## config.mk

```make
export PLATFORM = sky130hd
export DESIGN_NAME = tx_uart
export DESIGN_NICKNAME = d
export VERILOG_FILES = /design/src/rtl/tx_uart_pkg.sv /design/src/rtl/tx_uart.sv
export SDC_FILE = /design/constraint.sdc
export NUM_CORES = 1
export LEC_CHECK = 0
export ABC_CLOCK_PERIOD_IN_PS = 2660
export BUFFER_PORTS_ARGS = -buffer_cell sky130_fd_sc_hd__buf_2
export CORE_MARGIN = 2
export CORE_UTILIZATION = 50
export DETAILED_ROUTE_END_ITERATION = 10
export GPL_TIMING_DRIVEN = 0
export PLACE_DENSITY = 0.75
export SLEW_MARGIN = 5
export SYNTH_ARGS = -nofsm -noshare
export SYNTH_HDL_FRONTEND = slang
export SYNTH_SLANG_ARGS = --single-unit
```

## constraint.sdc

```tcl
create_clock -name i_clock -period 2.66 [get_ports i_clock]
set_input_delay 0.266 -clock i_clock [delete_from_list [all_inputs] [get_ports i_clock]]
set_output_delay 0.266 -clock i_clock [all_outputs]
set_load 0.03 [all_outputs]
```

## src/rtl/tx_uart_pkg.sv

```systemverilog
// tx_uart_pkg -- UART definitions shared by the transmitter and the receiver.
// Holds the common FSM state encoding and a counter-width helper so that both
// directions of the link agree on state numbering and counter sizing.
package tx_uart_pkg;

  // FSM states; PARITY is only reachable when the parity option is built in.
  typedef enum logic [2:0] {
    IDLE   = 3'd0,
    START  = 3'd1,
    DATA   = 3'd2,
    STOP   = 3'd3,
    PARITY = 3'd4
  } uart_state_t;

  localparam int UART_DBIT_DEFAULT    = 8;
  localparam int UART_SB_TICK_DEFAULT = 16;

  // Width of a counter that must hold values 0 .. n-1 (never narrower than 1).
  function automatic int cnt_width(input int n);
    return (n > 1) ? $clog2(n) : 1;
  endfunction

endpackage

```

## src/rtl/tx_uart.sv

```systemverilog
// tx_uart -- UART transmitter (start bit, DBIT data bits LSB first, one stop bit).
// Bit timing comes from an external oversampling tick (i_s_tick) shared with
// the receiver; one bit period is SB_TICK ticks.
// Optional feature: define TX_UART_PARITY_EN to insert an even-parity bit
// between the last data bit and the stop bit.
module tx_uart
  import tx_uart_pkg::*;
#(
  parameter int DBIT    = UART_DBIT_DEFAULT,
  parameter int SB_TICK = UART_SB_TICK_DEFAULT
) (
  input  logic            i_clock,
  input  logic            i_reset,
  input  logic            i_tx_start,
  input  logic            i_s_tick,
  input  logic [DBIT-1:0] i_data,
  output logic            o_tx,
  output logic            o_tx_done_tick,
  output logic            o_busy
);

  localparam int TW = cnt_width(SB_TICK);
  localparam int DW = cnt_width(DBIT);

  localparam logic [TW-1:0] TICK_LAST = TW'(SB_TICK - 1);
  localparam logic [DW-1:0] BIT_LAST  = DW'(DBIT - 1);
  localparam logic [TW-1:0] TICK_ZERO = {TW{1'b0}};
  localparam logic [DW-1:0] BIT_ZERO  = {DW{1'b0}};
  localparam logic [TW-1:0] TICK_ONE  = {{(TW-1){1'b0}}, 1'b1};
  localparam logic [DW-1:0] BIT_ONE   = {{(DW-1){1'b0}}, 1'b1};

  uart_state_t     state_r,    state_s;
  logic [TW-1:0]   tick_cnt_r, tick_cnt_s;
  logic [DW-1:0]   data_cnt_r, data_cnt_s;
  logic [DBIT-1:0] shift_r,    shift_s;
  logic            tx_r,       tx_s;
  logic            done_r,     done_s;
  logic            busy_r,     busy_s;
  logic            bit_end_s;

`ifdef TX_UART_PARITY_EN
  logic            parity_r,   parity_s;

  // Even parity: the parity bit makes the total count of ones even.
  function automatic logic even_parity(input logic [DBIT-1:0] d);
    return ^d;
  endfunction
`endif

  // State and datapath registers; reset aborts any frame and idles the line high.
  always_ff @(posedge i_clock) begin
    if (i_reset) begin
      state_r    <= IDLE;
      tick_cnt_r <= TICK_ZERO;
      data_cnt_r <= BIT_ZERO;
      shift_r    <= {DBIT{1'b0}};
      tx_r       <= 1'b1;
      done_r     <= 1'b0;
      busy_r     <= 1'b0;
`ifdef TX_UART_PARITY_EN
      parity_r   <= 1'b0;
`endif
    end else begin
      state_r    <= state_s;
      tick_cnt_r <= tick_cnt_s;
      data_cnt_r <= data_cnt_s;
      shift_r    <= shift_s;
      tx_r       <= tx_s;
      done_r     <= done_s;
      busy_r     <= busy_s;
`ifdef TX_UART_PARITY_EN
      parity_r   <= parity_s;
`endif
    end
  end

  // Next-state, counter and shift logic, plus next values of the output registers.
  always_comb begin
    state_s    = state_r;
    tick_cnt_s = tick_cnt_r;
    data_cnt_s = data_cnt_r;
    shift_s    = shift_r;
    done_s     = 1'b0;
    tx_s       = 1'b1;
    busy_s     = 1'b0;
`ifdef TX_UART_PARITY_EN
    parity_s   = parity_r;
`endif
    // A bit period ends on the tick that brings the counter to SB_TICK.
    bit_end_s  = i_s_tick && (tick_cnt_r == TICK_LAST);

    case (state_r)
      IDLE: begin
        // Ticks are ignored here; only a start request leaves IDLE.
        if (i_tx_start) begin
          shift_s    = i_data;
          tick_cnt_s = TICK_ZERO;
          state_s    = START;
`ifdef TX_UART_PARITY_EN
          parity_s   = even_parity(i_data);
`endif
        end else begin
          state_s    = IDLE;
        end
      end

      START: begin
        if (bit_end_s) begin
          tick_cnt_s = TICK_ZERO;
          data_cnt_s = BIT_ZERO;
          state_s    = DATA;
        end else if (i_s_tick) begin
          tick_cnt_s = tick_cnt_r + TICK_ONE;
        end else begin
          tick_cnt_s = tick_cnt_r;
        end
      end

      DATA: begin
        if (bit_end_s) begin
          tick_cnt_s = TICK_ZERO;
          shift_s    = shift_r >> 1'b1;
          // Hold the bit counter on the last bit so it never wraps.
          if (data_cnt_r == BIT_LAST) begin
            data_cnt_s = data_cnt_r;
`ifdef TX_UART_PARITY_EN
            state_s    = PARITY;
`else
            state_s    = STOP;
`endif
          end else begin
            data_cnt_s = data_cnt_r + BIT_ONE;
          end
        end else if (i_s_tick) begin
          tick_cnt_s = tick_cnt_r + TICK_ONE;
        end else begin
          tick_cnt_s = tick_cnt_r;
        end
      end

`ifdef TX_UART_PARITY_EN
      PARITY: begin
        if (bit_end_s) begin
          tick_cnt_s = TICK_ZERO;
          state_s    = STOP;
        end else if (i_s_tick) begin
          tick_cnt_s = tick_cnt_r + TICK_ONE;
        end else begin
          tick_cnt_s = tick_cnt_r;
        end
      end
`endif

      STOP: begin
        if (bit_end_s) begin
          tick_cnt_s = TICK_ZERO;
          done_s     = 1'b1;
          state_s    = IDLE;
        end else if (i_s_tick) begin
          tick_cnt_s = tick_cnt_r + TICK_ONE;
        end else begin
          tick_cnt_s = tick_cnt_r;
        end
      end

      default: begin
        // Unreachable encoding: recover to a clean idle line.
        state_s    = IDLE;
        tick_cnt_s = TICK_ZERO;
        data_cnt_s = BIT_ZERO;
      end
    endcase

    // Line level follows the state being entered so o_tx is a pure register.
    case (state_s)
      IDLE:    tx_s = 1'b1;
      START:   tx_s = 1'b0;
      DATA:    tx_s = shift_s[0];
`ifdef TX_UART_PARITY_EN
      PARITY:  tx_s = parity_s;
`endif
      STOP:    tx_s = 1'b1;
      default: tx_s = 1'b1;
    endcase

    busy_s = (state_s != IDLE);
  end

  assign o_tx           = tx_r;
  assign o_tx_done_tick = done_r;
  assign o_busy         = busy_r;

endmodule

```

Yosys cells after proc, flatten, opt, wreduce, memory -nomap -nowiden
Cells that the tools add are included.
{"block": "word_totals", "inputBits": 12, "reg_bits": 21, "out_inout_bits": 3}
{"block": "classes", "add_sub_neg": 2, "bitwise_logic": 2, "n_eq_ne": 12, "n_reduce_logical": 10, "n_mux": 19}
{"operator": "3-bit 2-to-1 mux", "count": 7}
{"operator": "8-bit 2-to-1 mux", "count": 2}
{"operator": "8-bit case mux with 2 select lines", "count": 1}
{"operator": "4-bit 2-to-1 mux", "count": 3}
{"operator": "3-bit case mux with 4 select lines", "count": 1}
{"operator": "3-bit by 2-bit equality test with 1-bit output (second input constant)", "count": 3}
{"operator": "3-bit case mux with 3 select lines", "count": 1}
{"operator": "2-bit != test (second input constant)", "count": 4}
{"operator": "4-bit case mux with 2 select lines", "count": 1}
{"operator": "3-bit by 1-bit equality test with 1-bit output (second input constant)", "count": 2}
{"operator": "4-bit by 1-bit adder with 4-bit output (second input constant)", "count": 1}
{"operator": "4-bit equality test (second input constant)", "count": 1}
{"operator": "4-bit AND reduction", "count": 1}
{"operator": "2-bit OR reduction", "count": 2}
{"operator": "3-bit by 1-bit adder with 3-bit output (second input constant)", "count": 1}
{"operator": "3-bit equality test (second input constant)", "count": 1}
{"operator": "3-bit zero test", "count": 1}
{"operator": "3-bit by 1-bit != test with 1-bit output (second input constant)", "count": 1}
{"operator": "3-bit AND reduction", "count": 1}
{"operator": "3-bit nonzero test", "count": 1}
{"operator": "3-bit OR reduction", "count": 1}
{"operator": "1-bit 2-to-1 mux", "count": 2}
{"operator": "1-bit NOT", "count": 2}
{"operator": "1-bit case mux with 2 select lines", "count": 1}
{"operator": "3 further kinds", "count": 3}

Longest topological paths before layout
Gate-level depths: netlist of the first run.
{"block": "depth", "word_depth": 6, "ltp_mapped": 5, "ltp_nobuf": 5}

Least setup slack after synthesis of the first run
No wires, ideal clock.
{"block": "synth_path", "kind": "reg-to-reg", "start": "reg tick_cnt_r[0]", "end": "reg tx_r (netlist: o_tx)", "synth_period_minus_slack_ps": 1462, "t_arrival_ps": 1381, "path_slack_ps": 1198, "path_buffers": 0, "stages_incl_launch_ff": 6, "t_required_ps": 2579, "cell_sequence": "dfxtp_1 > ha_1 > and4_1 > a21oi_1 > nand2_1 > a41oi_1"}
{"block": "synth_between", "elab_chain_len": 6, "elab_cells_between_ends": 11, "cone_classes": "3 x eq/ne; 7 x mux; 1 x reduce/logical"}
{"item": "start, declared", "line_no": "tx_uart.sv:33", "text": "logic [TW-1:0] tick_cnt_r, tick_cnt_s;"}
{"item": "start signal, assigned", "line_no": "tx_uart.sv:65", "text": "tick_cnt_r <= tick_cnt_s;"}
{"item": "4-bit equality test *", "line_no": "tx_uart.sv:90", "text": "bit_end_s = i_s_tick && (tick_cnt_r == TICK_LAST);"}
{"item": "1-bit logical AND *", "line_no": "tx_uart.sv:90"}
{"item": "3-bit 2-to-1 mux, on equally long branches", "line_no": "tx_uart.sv:155, tx_uart.sv:108, tx_uart.sv:120"}
{"item": "3-bit case mux with 4 select lines", "line_no": "tx_uart.sv:92", "text": "case (state_r)"}
{"item": "3-bit by 2-bit equality test with 1-bit output / 3-bit by 1-bit equality test with 1-bit output (equally long branches)", "line_no": "tx_uart.sv:175", "text": "case (state_s)"}
{"item": "1-bit case mux with 2 select lines *", "line_no": "tx_uart.sv:175"}
{"item": "end signal, assigned", "line_no": "tx_uart.sv:68", "text": "tx_r <= tx_s;"}
{"item": "end, declared", "line_no": "tx_uart.sv:36", "text": "logic tx_r, tx_s;"}
Every way passes the cells marked *; elsewhere a longest branch is shown, timed or not. The select of a mux whose other input is x is not followed.
A chain may end at the register's enable or synchronous reset.

Final worst setup path of the first run
Ends and elaborated chain as after synthesis.

==> out/summary.md, run 1 <==
## Clock tree
* 0 — CTS Hold Bufs
* 0 — number of gates given a new drive strength after cts
* 3 — total CTS buffers
* 1 — CTS H-tree lvls
* 0 — total setup buffers inserted after CTS
* 0.30 ns — later-pin clock latency in the skew report
* clkbuf_4 — cell at the root of the clock tree
* 21 — CTS Sinks
* 0.11 ns — Worst-path clk slew
* 2 — CTS max path bufs
* done — CTS tree

## Worst hold path
* i_data[7] — Worst Hold Launch
* shift_r[7] — hold worst-path end
* input port to flip-flop — Hold Path Class
* 3 — Hold Path Cell Cnt

## Timing
* 0 — final number of setup-violating endpoints
* 0.00124 ns — Setup Skew
* no — setup repair after global routing missed its margin
* 66.2% — fin crit share
* 0.568 GHz — maximum frequency from static timing analysis
* 65.7% — tightest slew margin relative to the limit
* 0.515 ns — measured slew at the worst slew-check pin
* 0 — final count of pins violating max slew
* 1.76 ns — Final min period
* 0 ns — Total Neg Setup Slack
* 0.189 ns — worst hold slack
* 0 — final count of hold timing violations

## Synth
* 972 um^2 — netlist area before placement
* 0% — fraction of registers with async set or reset after synthesis
* 21 — total of flip-flops plus latches after synthesis
* 43.2% — area share of the largest cell type after synthesis
* dfxtp_1 — primary flip-flop cell chosen by synthesis mapping
* dfxtp_1 (43%), a21oi_1 (6.2%), nand2_1 (5.8%) — leading cell types by total area after synthesis
* dfxtp_1 (21), nand2_1 (15), a21oi_1 (12), a22oi_1 (6) — top cells by count, synth
* 120 — Post-Syn Nets
* 38 — library cells used by synthesis
* 0 — Yosys Warn Count
* 0 — Post-synth EDFFs
* 43.2% — sequential share of the synthesized area
* 105 — Post-Syn Instances
* dfxtp_1 — most common cell in the netlist
* 9.26 um^2 — average size of a mapped cell
* dfxtp_1 — dominant cell type by area after synthesis

## Setup path
* 2.88 ns — Worst Path Required
* 1.98 ns — Critical Path AT
* flip-flop — type of origin of the critical path
* 5 — worst reg-to-reg path cell count
* 7 — largest driver fanout on the critical path
* flip-flop to flip-flop — Critical Setup Path Class
* 0.44 ns — maximum cell stage delay along the critical path
* 0.90 ns — reg2reg setup slack
* tick_cnt_r[0] — reg-to-reg critical path startpoint
* ha_1, and4_1, a21oi_1, nand2_1, a41oi_1 — ordered cell list for the critical path
* a21oi_1 — slowest stage cell on the critical path
* o_tx — capturing point of the worst reg2reg path
* flip-flop — endpoint kind of the worst setup timing path

## Placed design
* 1070 um^2 — instance area after placement
* 0.798 — placer's final routability congestion estimate
* 14 — Port Buffer Count
* 1400 um — Detail Placement HPWL

## Finish
* 0 — number of antenna cells inserted
* 1100 um^2 — post-route design area
* 13.3% — Syn-to-layout area delta
* 61.8% — Layout Utilization
* 23.6% — fraction of final layout cells sized beyond drive strength 1
* 139 — nets@finish

## Global routing
* 20.0% — total routing resource utilization after global routing
* met2 — routing layer with the top usage in global route
* 25.7% — met1 usage in global routing
* 0 — GRT Residual Overflow
* 3.33% — global-route met3 utilization
* 0 — initial antenna violation count
* 32.5% — met2 track utilization from global routing
* 13 — pin count of the biggest net entering global routing
* 3220 um — first-pass GRT wire length
* 764 — via count of the first global-routing pass

## Routing
* 0 — number of design rule violations left after detail routing
* 13.0 um — detailed-route wire length per cell
* 1920 um — wire length after detailed routing
* 5.75 — vias per std cell
* 4 — total iterations of the first detailed-routing run
* 0 — count of antenna-violating nets left after detailed routing
* 851 — count of vias placed by the detailed router
* 14 — First DRT Iteration DRCs

## Flow run
* 0 — number of maximum-capacitance violations

## Die
* 54.5% — Starting Density
* 2310 um^2 — Die Outline Area
* 1780 um^2 — core area
* 15 — row cnt
* 48.1 um — width of the die
* 15 — Top Ports
* 48.1 um — vertical die dimension

## Pwr
* 477 nW/um^2 — P per Cell Area
* 0.000260 V — peak ir drop on the vdd network
* 0.526 mW — sum of internal, switching and leakage power
* 0.428 nW — leak pwr

## Run status
* completed — status

## per-layer routing
metal / part of all wire (%) / up-vias / wire length [um]
met1: 47 / 398 / 893
li1: - / 425 / -
met4: 1.9 / 0 / 36
met3: 3.7 / 4 / 71
met2: 48 / 24 / 918
met5: 0 / - / 0
## power by group
group / internal, mW / switching [mW] / total, mW
logic: 0.0195 / 0.0288 / 0.0484
clock network: 0.0560 / 0.0952 / 0.151
registers: 0.323 / 0.00337 / 0.326
total: 0.398 / 0.127 / 0.526
## layout make-up
type | count | area, um^2
Tap cell | 25 | 31.3
Fill cell | 162 | 682
Multi-Input combinational cell | 79 | 526
Sequential cell | 21 | 420
Clock inverter | 1 | 5.00
Buffer | 5 | 26.3
Timing Repair Buffer | 14 | 70.1
Clock buffer | 3 | 22.5
## worst max-delay path: cells and delay by family, from the launching register on
| family | cells | cell delay, ns |
|---|---|---|
| flops | 1 | 0.35 |
| compound gates | 2 | 0.67 |
| simple gates | 2 | 0.42 |
| fa+ha+maj | 1 | 0.23 |
## worst max path at each step
| stage | startpoint | end | slack (ns) | cells after the start |
|---|---|---|---|---|
| after floorplan | tick_cnt_r[0] | o_tx | 1.20 | 5 |
| after global placement | tick_cnt_r[0] | o_tx | 0.96 | 5 |
| final | tick_cnt_r[0] | o_tx | 0.90 | 5 |
| after CTS | tick_cnt_r[0] | o_tx | 0.92 | 5 |
| after global routing | tick_cnt_r[0] | o_tx | 0.74 | 5 |
| after detailed placement | tick_cnt_r[0] | o_tx | 0.95 | 5 |
## cell usage in the layout (no fill, tap or decap), types with 2 or more instances in the layout
cell type  count
buf_2         17
o21ai_0        4
nor3_1         4
dfxtp_1       21
ha_1           3
nor3b_1        2
a21boi_0       2
a21oi_1       12
nor2_1         3
a22o_1         2
nand2_1       15
clkbuf_4       3
and2_1         2
a22oi_1        6
o21a_1         2
## flip-flops by register name, indices dropped and copies added, names as in the netlist
signal          cells
o_tx_done_tick      1
o_tx                1
state_r             3
data_cnt_r          3
tick_cnt_r          4
o_busy              1
shift_r             8
## metrics by stage
stage	worst slack (ns)	instances
floorplan	1.20	105
global placement	0.959	144
detailed placement	0.951	144
CTS	0.918	148
global route	0.737	148
finish	0.898	148
## logic make-up after synthesis
logic type	share of synthesized area, %
fa+ha+maj	3.86
simple gates	25.2
flops	43.2
buf+inv	2.70
xor+xnor	0.901
compound gates	22.5
mux	1.16
other cells	0.386
Note: power is estimated with default switching activity, not from simulation.
==> run 2: changes to the inputs <==
ABC_CLOCK_PERIOD_IN_PS = 1500   (was 2660)
CORE_UTILIZATION = 48   (was 50)
clock period = 1.5 ns   (was 2.66 ns; I/O delays follow)
==> run 2 against run 1 <==
  * First-iteration DRC count fell by 57%
  * Sequential cell count did not move
  * Clock-buffer cell count did not move
  * Die area rose by 3.8%
  * Non-clock buffer count rose by 6
  * Global-route usage fell by 3.4 points
  * Largest cell class unchanged
  * Largest power group unchanged
  * Highest routed layer unchanged
==> out/summary.md, run 2 (synthesis results as in run 1) <==
## Clock tree
* 0.31 ns — later-pin clock latency in the skew report
* 1 — CTS H-tree lvls
* done — CTS tree
* 0.12 ns — Worst-path clk slew
* 3 — total CTS buffers
* clkbuf_4 — cell at the root of the clock tree
* 21 — CTS Sinks
* 2 — CTS max path bufs

## Timing
* 0 — final count of pins violating max slew
* 1.46 ns — Final min period
* 0.00167 ns — Setup Skew
* 0 — final count of hold timing violations
* 97.5% — fin crit share
* 0.684 GHz — maximum frequency from static timing analysis
* 0 ns — Total Neg Setup Slack
* yes — setup repair after global routing missed its margin
* 0 — final number of setup-violating endpoints

## Setup path
* dfxtp_2 — slowest stage cell on the critical path
* flip-flop to flip-flop — Critical Setup Path Class
* flip-flop — type of origin of the critical path
* simple AND/OR/NAND/NOR gates — kind of cell adding the most delay to the critical path
* 6 — largest driver fanout on the critical path
* 1.68 ns — Critical Path AT
* flip-flop — endpoint kind of the worst setup timing path
* 0 — Worst Path Buf+Inv
* 0.38 ns — maximum cell stage delay along the critical path
* ha_4, and4_2, and2_1, a21oi_1, o21a_1 — ordered cell list for the critical path
* 1.72 ns — Worst Path Required

## Global routing
* 3110 um — first-pass GRT wire length
* 16.6% — total routing resource utilization after global routing
* 0 — GRT Residual Overflow
* 749 — via count of the first global-routing pass
* 0 — initial antenna violation count
* 13 — pin count of the biggest net entering global routing

## Die
* 49.0 um — width of the die
* 49.0 um — vertical die dimension
* 1940 um^2 — core area
* 2400 um^2 — Die Outline Area
* 16 — row cnt
* 15 — Top Ports
* 50.1% — Starting Density

## Finish
* 8 — flip-flop count of the largest register after layout
* dfxtp_1 — most common cell after layout, fill and taps aside
* 597 um^2 — footprint of the multi-input gates
* 34.9% — fraction of final layout cells sized beyond drive strength 1
* 26.3% — Syn-to-layout area delta
* 172 — number of fill cells in the layout
* 0 — number of antenna cells inserted
* 145 — nets@finish
* shift_r x8, tick_cnt_r x4 — registers with the highest flip-flop counts
* 63.2% — Layout Utilization
* shift_r — Biggest register
* 425 um^2 — register cell area after layout
* dfxtp_1 (19), buf_2 (16), nand2_1 (15) — most frequent cells in the layout

## Pwr
* 0.000550 V — peak ir drop on the vdd network
* 0.955 mW — sum of internal, switching and leakage power
* 0.478 nW — leak pwr
* 778 nW/um^2 — P per Cell Area

## Routing
* 4 — total iterations of the first detailed-routing run
* 830 — count of vias placed by the detailed router
* 6 — First DRT Iteration DRCs
* 0 — number of design rule violations left after detail routing
* 12.0 um — detailed-route wire length per cell
* 5.32 — vias per std cell
* 1870 um — wire length after detailed routing
* 0 — count of antenna-violating nets left after detailed routing

## Run status
* completed — status

## Worst hold path
* input port to flip-flop — Hold Path Class

## Placed design
* 0.813 — placer's final routability congestion estimate
* 14 — Port Buffer Count
* 1270 um — Detail Placement HPWL

## Flow run
* 0 — number of maximum-capacitance violations

[run 2: cell count changes in the layout (fill, tap and decap cells not counted), sizes merged]
cell	before	now
buf	18	24
[run 2: layout make-up]
type	instances	share of cell area, %
clock inverters	1	0.408
clock buffers	3	1.83
well taps	27	2.75
flip-flops and latches	21	34.7
plain buffers	5	2.34
repair buffers	20	9.38
multi-input cells	79	48.6
[run 2: repair_timing]
action	CTS	global route
endpoints found under the setup margin	13	18
gates cloned	0	0
pin swaps	1	4
gates resized for setup	3	16
buffers inserted	2	4
hold buffers	0	0
[run 2: metrics by stage]
| stage | worst slack, ns | hold slack [ns] | std cells | cell area, um^2 |
|---|---|---|---|---|
| 2_1_floorplan | 0.0383 | 0.219 | 105 | 972 |
| 3_3_place_gp | -0.207 | 0.395 | 146 | 1080 |
| 3_5_place_dp | -0.187 | 0.410 | 146 | 1080 |
| 4_1_cts | -0.0563 | 0.0743 | 152 | 1130 |
| 5_1_grt | -0.0626 | 0.0775 | 156 | 1230 |
| 6_report | 0.0370 | 0.0662 | 156 | 1230 |
[run 2: layer usage]
| layer | wire, um | global-route usage (%) | vias to the layer above |
|---|---|---|---|
| met5 | 0 | 0 | - |
| met4 | 38 | 9.05 | 0 |
| met3 | 57 | 3.68 | 5 |
| met2 | 913 | 26.5 | 11 |
| met1 | 855 | 20.9 | 377 |
| li1 | - | - | 437 |
[run 2: worst reg2reg max path, stage by stage (launching register included)]
cell	delay (ns)
dfxtp_2	0.38
ha_4	0.16
and4_2	0.34
and2_1	0.24
a21oi_1	0.09
o21a_1	0.17
[run 2: power breakdown]
group | switching [mW] | total, mW | internal [mW]
clock | 0.182 | 0.282 | 0.0998
combinational | 0.0546 | 0.0962 | 0.0416
sequential | 0.00583 | 0.576 | 0.571
total | 0.242 | 0.955 | 0.712
[run 2: final timing paths]
check                startpoint          to  slack, ns  cells after the start
setup reg to reg  tick_cnt_r[0]      o_busy       0.04                      5
hold / removal        i_data[7]  shift_r[7]       0.07                      3
setup / recovery  tick_cnt_r[0]      o_busy       0.04                      5
hold reg to reg      shift_r[4]  shift_r[4]       0.46                      2
==> run 3: changes to the inputs <==
CORE_UTILIZATION = 40   (was 48)
PLACE_DENSITY = 0.65   (was 0.75)
==> run 3 against run 2 <==
  * First-iteration DRC count increased to 2.7 times the previous value
  * Worst setup slack improved by 0.0087 ns
  * Global-route usage decreased by 0.98 points
  * Routed wire length increased by 11%
  * Die area increased by 18%
  * Clock power decreased by 4%
  * Critical path depth increased by 1
  * Sequential power about the same
  * Sequential cell count unchanged
  * Cell count increased by 2.6%
  * Largest power group unchanged
==> out/summary.md, run 3 (synthesis results as in run 1) <==
## Timing
* 1.45 ns — Final min period
* 0 — final count of pins violating max slew
* no — setup repair after global routing missed its margin
* 0 — final number of setup-violating endpoints
* 0.0457 ns — final worst-path setup slack
* 0.688 GHz — maximum frequency from static timing analysis
* 0.00483 ns — Setup Skew
* 0.0908 ns — worst hold slack
* 97.0% — fin crit share
* 0 — final count of hold timing violations

## Finish
* 30.2% — Syn-to-layout area delta
* 217 — number of fill cells in the layout
* 148 — nets@finish
* shift_r — Biggest register
* shift_r x8, tick_cnt_r x4 — registers with the highest flip-flop counts
* 1270 um^2 — post-route design area
* 0 — number of antenna cells inserted
* dfxtp_1 — most common cell after layout, fill and taps aside
* 8 — flip-flop count of the largest register after layout
* dfxtp_1 (19), buf_2 (15), nand2_1 (15) — most frequent cells in the layout
* 36.4% — fraction of final layout cells sized beyond drive strength 1

## Global routing
* 0 — GRT Residual Overflow
* 0 — initial antenna violation count
* 3220 um — first-pass GRT wire length
* 761 — via count of the first global-routing pass
* 15.7% — total routing resource utilization after global routing
* 13 — pin count of the biggest net entering global routing

## Run status
* completed — status

## Clock tree
* done — CTS tree
* 21 — CTS Sinks
* 0.11 ns — Worst-path clk slew
* clkbuf_4 — cell at the root of the clock tree
* 0 — CTS Hold Bufs
* 2 — CTS max path bufs
* 1 — CTS H-tree lvls
* 3 — total CTS buffers
* 0.30 ns — later-pin clock latency in the skew report

## Setup path
* flip-flop — type of origin of the critical path
* 0.43 ns — maximum cell stage delay along the critical path
* flip-flop to flip-flop — Critical Setup Path Class
* 0.05 ns — reg2reg setup slack
* 5 — largest driver fanout on the critical path
* or3b_2 — slowest stage cell on the critical path
* 1.69 ns — Critical Path AT
* ha_4, nand4_4, nor3_4, buf_4, or3b_2, a21oi_1 — ordered cell list for the critical path
* flip-flop — endpoint kind of the worst setup timing path
* 1.73 ns — Worst Path Required

## Placed design
* -0.208 ns — worst setup slack before clock tree synthesis
* 1340 um — Detail Placement HPWL
* 1080 um^2 — instance area after placement
* 0.832 — placer's final routability congestion estimate
* 14 — Port Buffer Count

## Die
* 53.3 um — width of the die
* 2250 um^2 — core area
* 43.1% — Starting Density
* 53.3 um — vertical die dimension
* 15 — Top Ports
* 2840 um^2 — Die Outline Area
* 17 — row cnt

## Routing
* 866 — count of vias placed by the detailed router
* 0 — count of antenna-violating nets left after detailed routing
* 13.0 um — detailed-route wire length per cell
* 5.41 — vias per std cell
* 16 — First DRT Iteration DRCs
* 0 — number of design rule violations left after detail routing
* 2080 um — wire length after detailed routing
* 5 — total iterations of the first detailed-routing run

## Pwr
* 0.000506 V — peak ir drop on the vdd network
* 0.958 mW — sum of internal, switching and leakage power
* 757 nW/um^2 — P per Cell Area
* 0.493 nW — leak pwr

## Flow run
* 0 — number of maximum-capacitance violations

## Worst hold path
* input port to flip-flop — Hold Path Class

[run 3: layer usage]
| metal | vias up | GRT usage [%] | part of all wire, % |
|---|---|---|---|
| li1 | 440 | - | - |
| met1 | 412 | 19.8 | 48 |
| met2 | 12 | 24.5 | 48 |
| met3 | 2 | 2.82 | 2.7 |
| met4 | 0 | 9.40 | 0.91 |
| met5 | - | 0 | 0 |
[run 3: metrics by stage]
| step | util (%) | cells | setup TNS, ns |
|---|---|---|---|
| 2_1_floorplan | - | 105 | 0 |
| 3_5_place_dp | 47.8 | 147 | -1.23 |
| 6_report | 56.2 | 160 | 0 |
| 3_3_place_gp | 47.8 | 147 | -1.25 |
| 5_1_grt | 56.2 | 160 | 0 |
| 4_1_cts | 51.6 | 154 | 0 |
[run 3: path summary, 6_finish.rpt]
path,startpoint,cells after the start,to
max,tick_cnt_r[1],6,shift_r[7]
max reg2reg,tick_cnt_r[1],6,shift_r[7]
min,i_data[7],3,shift_r[7]
min reg2reg,shift_r[3],2,shift_r[3]
[run 3: area by class of cell]
cell class                      count  area (um^2)  share of cell area, %
Tap cell                           28         35.0                   2.77
Clock buffer                        3         22.5                   1.78
Sequential cell                    21          423                   33.4
Buffer                              5         38.8                   3.06
Multi-Input combinational cell     79          592                   46.7
Clock inverter                      1         5.00                  0.395
Timing Repair Buffer               23          150                   11.9
[run 3: worst max-delay path: cells and delay by family, from the launching register on]
family / cells / cell delay (ns)
fa+ha+maj: 1 / 0.17
buf+inv: 1 / 0.15
compound gates: 1 / 0.14
flops: 1 / 0.36
simple gates: 3 / 0.57
[run 3: report_power, final]
part,internal [mW],switching (mW)
clock network,0.0993,0.171
registers,0.572,0.00602
logic,0.0510,0.0587
[run 3: what timing repair did]
action,CTS,global route
pin swaps,2,2
setup buffers,3,6
endpoints found under the hold margin,0,0
gates resized for setup,9,13
cloned,0,0
setup endpoints to repair,14,13
